### src/rtl/cn_array.sv
// -----------------------------------------------------------------------------
// cn_array
// Array of WIDTH independent generalised Muller C-element lanes, each lane
// combining NIN inputs. Every input position can be inverted (NC-style) and
// can take part in both transitions (symmetric), only the rising transition
// (plus) or only the falling transition (minus). The lane output is a
// registered copy of the pre-capture value, captured when the lane is
// enabled. Each lane also reports a one-cycle toggle pulse and a stall flag
// when its inputs have disagreed for too many consecutive enabled cycles.
//
// Ports
//   CK         in   1           clock, rising edge
//   RSN        in   1           asynchronous active-low reset
//   ST         in   WIDTH       per-lane synchronous set (wins over ENA)
//   ENA        in   WIDTH       per-lane capture enable
//   CLR_STALL  in   1           synchronous clear of all stall counters
//   A          in   WIDTH*NIN   lane l input i at bit l*NIN+i
//   Q          out  WIDTH       registered C-element outputs
//   PRECAP     out  WIDTH       combinational next value per lane
//   TOGGLE     out  WIDTH       one-cycle pulse: Q changed at the previous edge
//   STALL      out  WIDTH       lane pending for >= STALL_LIMIT cycles
//   STALL_ANY  out  1           OR of STALL
// -----------------------------------------------------------------------------
module cn_array #(
   parameter int                WIDTH       = 4,
   parameter int                NIN         = 2,
   parameter logic [NIN-1:0]    INV_MASK    = {NIN{1'b0}},
   parameter logic [NIN-1:0]    PLUS_MASK   = {NIN{1'b0}},
   parameter logic [NIN-1:0]    MINUS_MASK  = {NIN{1'b0}},
   parameter logic [WIDTH-1:0]  RESET_VAL   = {WIDTH{1'b0}},
   parameter int                STALL_W     = 8,
   parameter int                STALL_LIMIT = 16
) (
   input  logic                   CK,
   input  logic                   RSN,
   input  logic [WIDTH-1:0]       ST,
   input  logic [WIDTH-1:0]       ENA,
   input  logic                   CLR_STALL,
   input  logic [WIDTH*NIN-1:0]   A,
   output logic [WIDTH-1:0]       Q,
   output logic [WIDTH-1:0]       PRECAP,
   output logic [WIDTH-1:0]       TOGGLE,
   output logic [WIDTH-1:0]       STALL,
   output logic                   STALL_ANY
);

   // Illegal configurations are rejected at elaboration time.
   if (NIN < 2 || NIN > 8) begin : g_err_nin
      $error("cn_array: NIN=%0d outside 2..8", NIN);
   end
   if ((PLUS_MASK & MINUS_MASK) != '0) begin : g_err_overlap
      $error("cn_array: an input cannot be both plus and minus");
   end
   // With at least one symmetric input, rise needs it at 1 and fall needs it
   // at 0, so rise and fall can never be true together.
   if ((PLUS_MASK | MINUS_MASK) == {NIN{1'b1}}) begin : g_err_nosym
      $error("cn_array: at least one symmetric input is required");
   end
   if (STALL_LIMIT < 1 || STALL_LIMIT > (2 ** STALL_W) - 1) begin : g_err_limit
      $error("cn_array: STALL_LIMIT=%0d outside 1..2^STALL_W-1", STALL_LIMIT);
   end

   localparam logic [STALL_W-1:0] CNT_MAX = {STALL_W{1'b1}};
   localparam logic [STALL_W-1:0] LIMIT   = STALL_W'(STALL_LIMIT);

   logic [WIDTH-1:0] q_q;
   logic [WIDTH-1:0] q_d;
   logic [WIDTH-1:0] tog_q;
   logic [WIDTH-1:0] tog_d;
   logic [WIDTH-1:0] rise;
   logic [WIDTH-1:0] fall;
   logic [WIDTH-1:0] pend;

   for (genvar l = 0; l < WIDTH; l++) begin : g_lane
      logic [NIN-1:0]     eff;
      logic [STALL_W-1:0] cnt_q;
      logic [STALL_W-1:0] cnt_d;

      assign eff = A[l*NIN +: NIN] ^ INV_MASK;

      // Minus-only inputs are ignored for the rising decision, plus-only
      // inputs are ignored for the falling decision.
      assign rise[l] = &(eff | MINUS_MASK);
      assign fall[l] = ~|(eff & ~PLUS_MASK);

      assign PRECAP[l] = rise[l] | (~fall[l] & q_q[l]);

      // Set has priority over capture; a disabled lane simply holds.
      assign q_d[l] = ST[l]  ? 1'b1      :
                      ENA[l] ? PRECAP[l] :
                               q_q[l];

      // Enabled, not being set, and the inputs neither all agree high nor low.
      assign pend[l] = ENA[l] & ~ST[l] & ~rise[l] & ~fall[l];

      always_comb begin
         cnt_d = '0;
         if (!CLR_STALL && pend[l]) begin
            cnt_d = (cnt_q == CNT_MAX) ? CNT_MAX : cnt_q + STALL_W'(1);
         end
      end

      always_ff @(posedge CK or negedge RSN) begin
         if (!RSN) begin
            cnt_q <= '0;
         end else begin
            cnt_q <= cnt_d;
         end
      end

      assign STALL[l] = (cnt_q >= LIMIT);
   end

   // A change is flagged only for clocked updates; leaving reset is not an edge.
   assign tog_d = q_d ^ q_q;

   always_ff @(posedge CK or negedge RSN) begin
      if (!RSN) begin
         q_q   <= RESET_VAL;
         tog_q <= '0;
      end else begin
         q_q   <= q_d;
         tog_q <= tog_d;
      end
   end

   assign Q         = q_q;
   assign TOGGLE    = tog_q;
   assign STALL_ANY = |STALL;

endmodule

### config.mk
export PLATFORM = sky130hd
export DESIGN_NAME = cn_array
export DESIGN_NICKNAME = d
export VERILOG_FILES = /design/src/rtl/cn_array.sv
export SDC_FILE = /design/constraint.sdc
export NUM_CORES = 1
export LEC_CHECK = 0
export ABC_CLOCK_PERIOD_IN_PS = 2400
export CORE_UTILIZATION = 35
export CTS_BUF_LIST = sky130_fd_sc_hd__clkbuf_8
export DETAILED_ROUTE_END_ITERATION = 7
export PLACE_DENSITY_LB_ADDON = 0.2
export SLEW_MARGIN = 20
export SYNTH_ARGS = -nofsm -noshare
export SYNTH_HDL_FRONTEND = slang
export SYNTH_SLANG_ARGS = --single-unit
### constraint.sdc
create_clock -name CK -period 2.4 [get_ports CK]
set_clock_uncertainty 0.15 [all_clocks]
set_input_delay 0.48 -clock CK [delete_from_list [all_inputs] [get_ports CK]]
set_output_delay 0.48 -clock CK [all_outputs]
set_load 0.02 [all_outputs]
==> out/qor.csv <==
metric,value,unit
outcome,"complete, but fails checks",
violations,negative setup slack,
sequentialPowerShare,0.504,
r2r-start,g_lane[0].cnt_q[0]$_DFF_PN0_,
maxCapViolations,0,
tightest_slew,0.515,ns
grt_pass1_wl,7420,microns
crit_path_cell_trace,or4_4 -> or4_4 -> buf_6,
antenna_found_initial,0,
clk_latency,0.29,ns
rows,27,
area.growth.synth_to_final,35.0,%
dr.first_iter.drc_count,65,
cts_tree,done,
track_usage,0.154,
antenna_left,0,
layout.nets,297,
power_leakage,1.22,nW
rsz0062_at_grt,yes,
cp-start-kind,register,
path_buf_inv,1,
num_io_pins,36,
crit_type,reg -> out,
critical-path-top-delay-family,simple AND/OR/NAND/NOR gates,
cts.sinks,40,
report.final.slew_viol_count,0,
hold_viol,0,
n_antenna_cell,0,
synthFlopType,dfrtp_1,
ir_drop,0.227,mV
synth_warnings,0,
place_area,2730,sq um
drc,0,
final.min_clock_period,2.52,ns
p_int,1.07,mW
grt_max_degree,22,
syn_area_per_cell,10.2,sq um
clkSlewWorstSetupHoldPaths,0.08,ns
die_w,79.7,microns
syn_inst,207,
syn_nets,234,
worstHoldPathType,in -> async,
slowest_delay,0.54,ns
synthDistinctLibCells,36,
synth-edff-count,0,
swShare,0.226,
hpwl,3250,microns
required,1.77,ns
slew_headroom,0.657,
routedWlPerCell,12.7,microns
crit_path_frequent_cell,or4_4,
ys_seq_area_frac,0.474,
crit_start,g_lane[2].cnt_q[7]$_DFF_PN0_,
globalplace.congestion,0.778,
cts_root_buf,clkbuf_8,
die_height,79.7,microns
cp-end-kind,output pin,
cts_made_buffers,5,
fp.dieArea,6350,sq um
io_buffer_count,35,
hold_buffers,0,
slowest_stage,or4_4,
vias,1792,
worstReg2RegEnd,g_lane[0].cnt_q[7]$_DFF_PN0_,
power.density,486,nW/um^2
synthArstFlopShare,1.00,
routed_wl,4350,microns
netlist_area,2110,sq um
ff2ff_path_depth,4,
critical_path_peak_fanout,2,
fin_area,2850,sq um
grt-ovfl-total,0,
fmax,397,MHz
crit_arrival,1.89,ns
vias_per_cell,5.22,
coreArea,5680,sq um
total_power,1.39,mW
post-route-period-util,1.05,
setup_viol,1,
synth_seq_cells,40,
dr.pass1.iters,4,
final_layout_size_suffix_gt1_frac,0.166,
cts_buffer_depth,2,
clock_power_share,0.382,
grt_pass1_vias,1638,
reg2reg_slack,0.75,ns
fin_ws,-0.117,ns
start_util,0.372,
htree_levels,2,
power.switching,313,uW
power_frac_comb,0.114,
[metrics by stage]
step / hold slack [ns] / utilization / setup TNS (ns) / worst slack, ns / std cells
global route: 0.0234 / 0.502 / -0.168 / -0.168 / 343
CTS: 0.0225 / 0.496 / -0.141 / -0.141 / 341
floorplan: 0.0344 / - / 0 / 0.0750 / 207
detailed placement: 0.338 / 0.480 / -0.547 / -0.195 / 333
global placement: 0.330 / 0.480 / -0.538 / -0.178 / 333
finish: 0.00115 / 0.502 / -0.117 / -0.117 / 343
[area by class of cell]
cell class	count	area [sq um]
fill	524	2830
tap	72	90.1
sequential	40	1000
inverter	14	52.6
timing repair buffer	63	559
multi-input combinational	146	1040
clock buffer	5	68.8
clock inverter	3	38.8
[worst register-to-register path, cell delays in order (launching register included)]
cell,delay [ns]
dfrtp_1,0.43
ha_1,0.25
and3_1,0.26
nor4b_1,0.32
nor3b_1,0.11
[power groups by stage]
| stage | registers [mW] | logic (mW) | clock network [mW] |
|---|---|---|---|
| after floorplan | 0.722 | 0.0450 | 0 |
| after global placement | 0.711 | 0.165 | 0 |
| after detailed placement | 0.710 | 0.165 | 0 |
| after CTS | 0.698 | 0.162 | 0.555 |
| after global routing | 0.700 | 0.173 | 0.588 |
| final | 0.698 | 0.158 | 0.530 |
[synthesized netlist by cell type, drive strengths merged, types with 3 or more instances]
cell | count | share of area
dfrtp | 40 | 0.47
a21oi | 20 | 0.047
inv | 14 | 0.025
a31oi | 11 | 0.033
nand3 | 9 | 0.021
a211oi | 8 | 0.028
ha | 8 | 0.047
nor2 | 8 | 0.014
xnor2 | 7 | 0.029
nor2b | 6 | 0.018
or4b | 6 | 0.028
and3 | 5 | 0.015
nand2 | 5 | 0.0089
or4 | 5 | 0.020
a311oi | 4 | 0.017
and4 | 4 | 0.017
clkbuf | 4 | 0.0071
maj3 | 4 | 0.019
nor3 | 4 | 0.0095
o21ai | 4 | 0.0095
or3 | 4 | 0.012
a211o | 3 | 0.012
and4b | 3 | 0.014
buf | 3 | 0.0071
nand4 | 3 | 0.0089
nor3b | 3 | 0.011
nor4b | 3 | 0.012
o21bai | 3 | 0.011
[cell usage in the layout (no fill, tap or decap), types with 6 or more instances in the layout]
cell type,count
xnor2_1,7
a31oi_1,11
clkdlybuf4s50_1,25
a211oi_1,8
dlygate4sd2_1,8
nor2_1,8
inv_1,15
nor2b_1,6
buf_4,27
ha_1,8
dfrtp_1,40
nand3_1,9
a21oi_1,20
[how the worst max path moves through the flow]
stage	slack, ns	depth (start not counted)	to
global route	-0.17	3	STALL_ANY
floorplan	0.08	2	STALL_ANY
CTS	-0.14	3	STALL_ANY
global placement	-0.18	3	PRECAP[2]
detailed placement	-0.20	3	STALL_ANY
finish	-0.12	3	STALL_ANY
[registers in the layout (all words and copies together) (netlist names)]
register and count:
Q 4, g_lane.cnt_q 32, TOGGLE 4
[metal layers]
layer / track usage / vias up / part of all wire
li1: - / 902 / -
met1: 0.201 / 834 / 0.47
met2: 0.242 / 49 / 0.47
met3: 0.0354 / 7 / 0.043
met4: 0.0655 / 0 / 0.016
met5: 0 / - / 0
[timing repair]
item | 4_1_cts | 5_1_grt
setup buffers | 0 | 2
setup endpoints to repair | 9 | 1
gates resized for setup | 12 | 5
pin swaps | 0 | 3
[logic make-up after synthesis]
logic type / after synthesis / synth area share
mux: 1 / 0.00474
fa+ha+maj: 12 / 0.0664
xor+xnor: 9 / 0.0373
compound gates: 55 / 0.165
simple gates: 69 / 0.213
flops: 40 / 0.474
buf+inv: 21 / 0.0391
(Power assumes the default switching activity.)
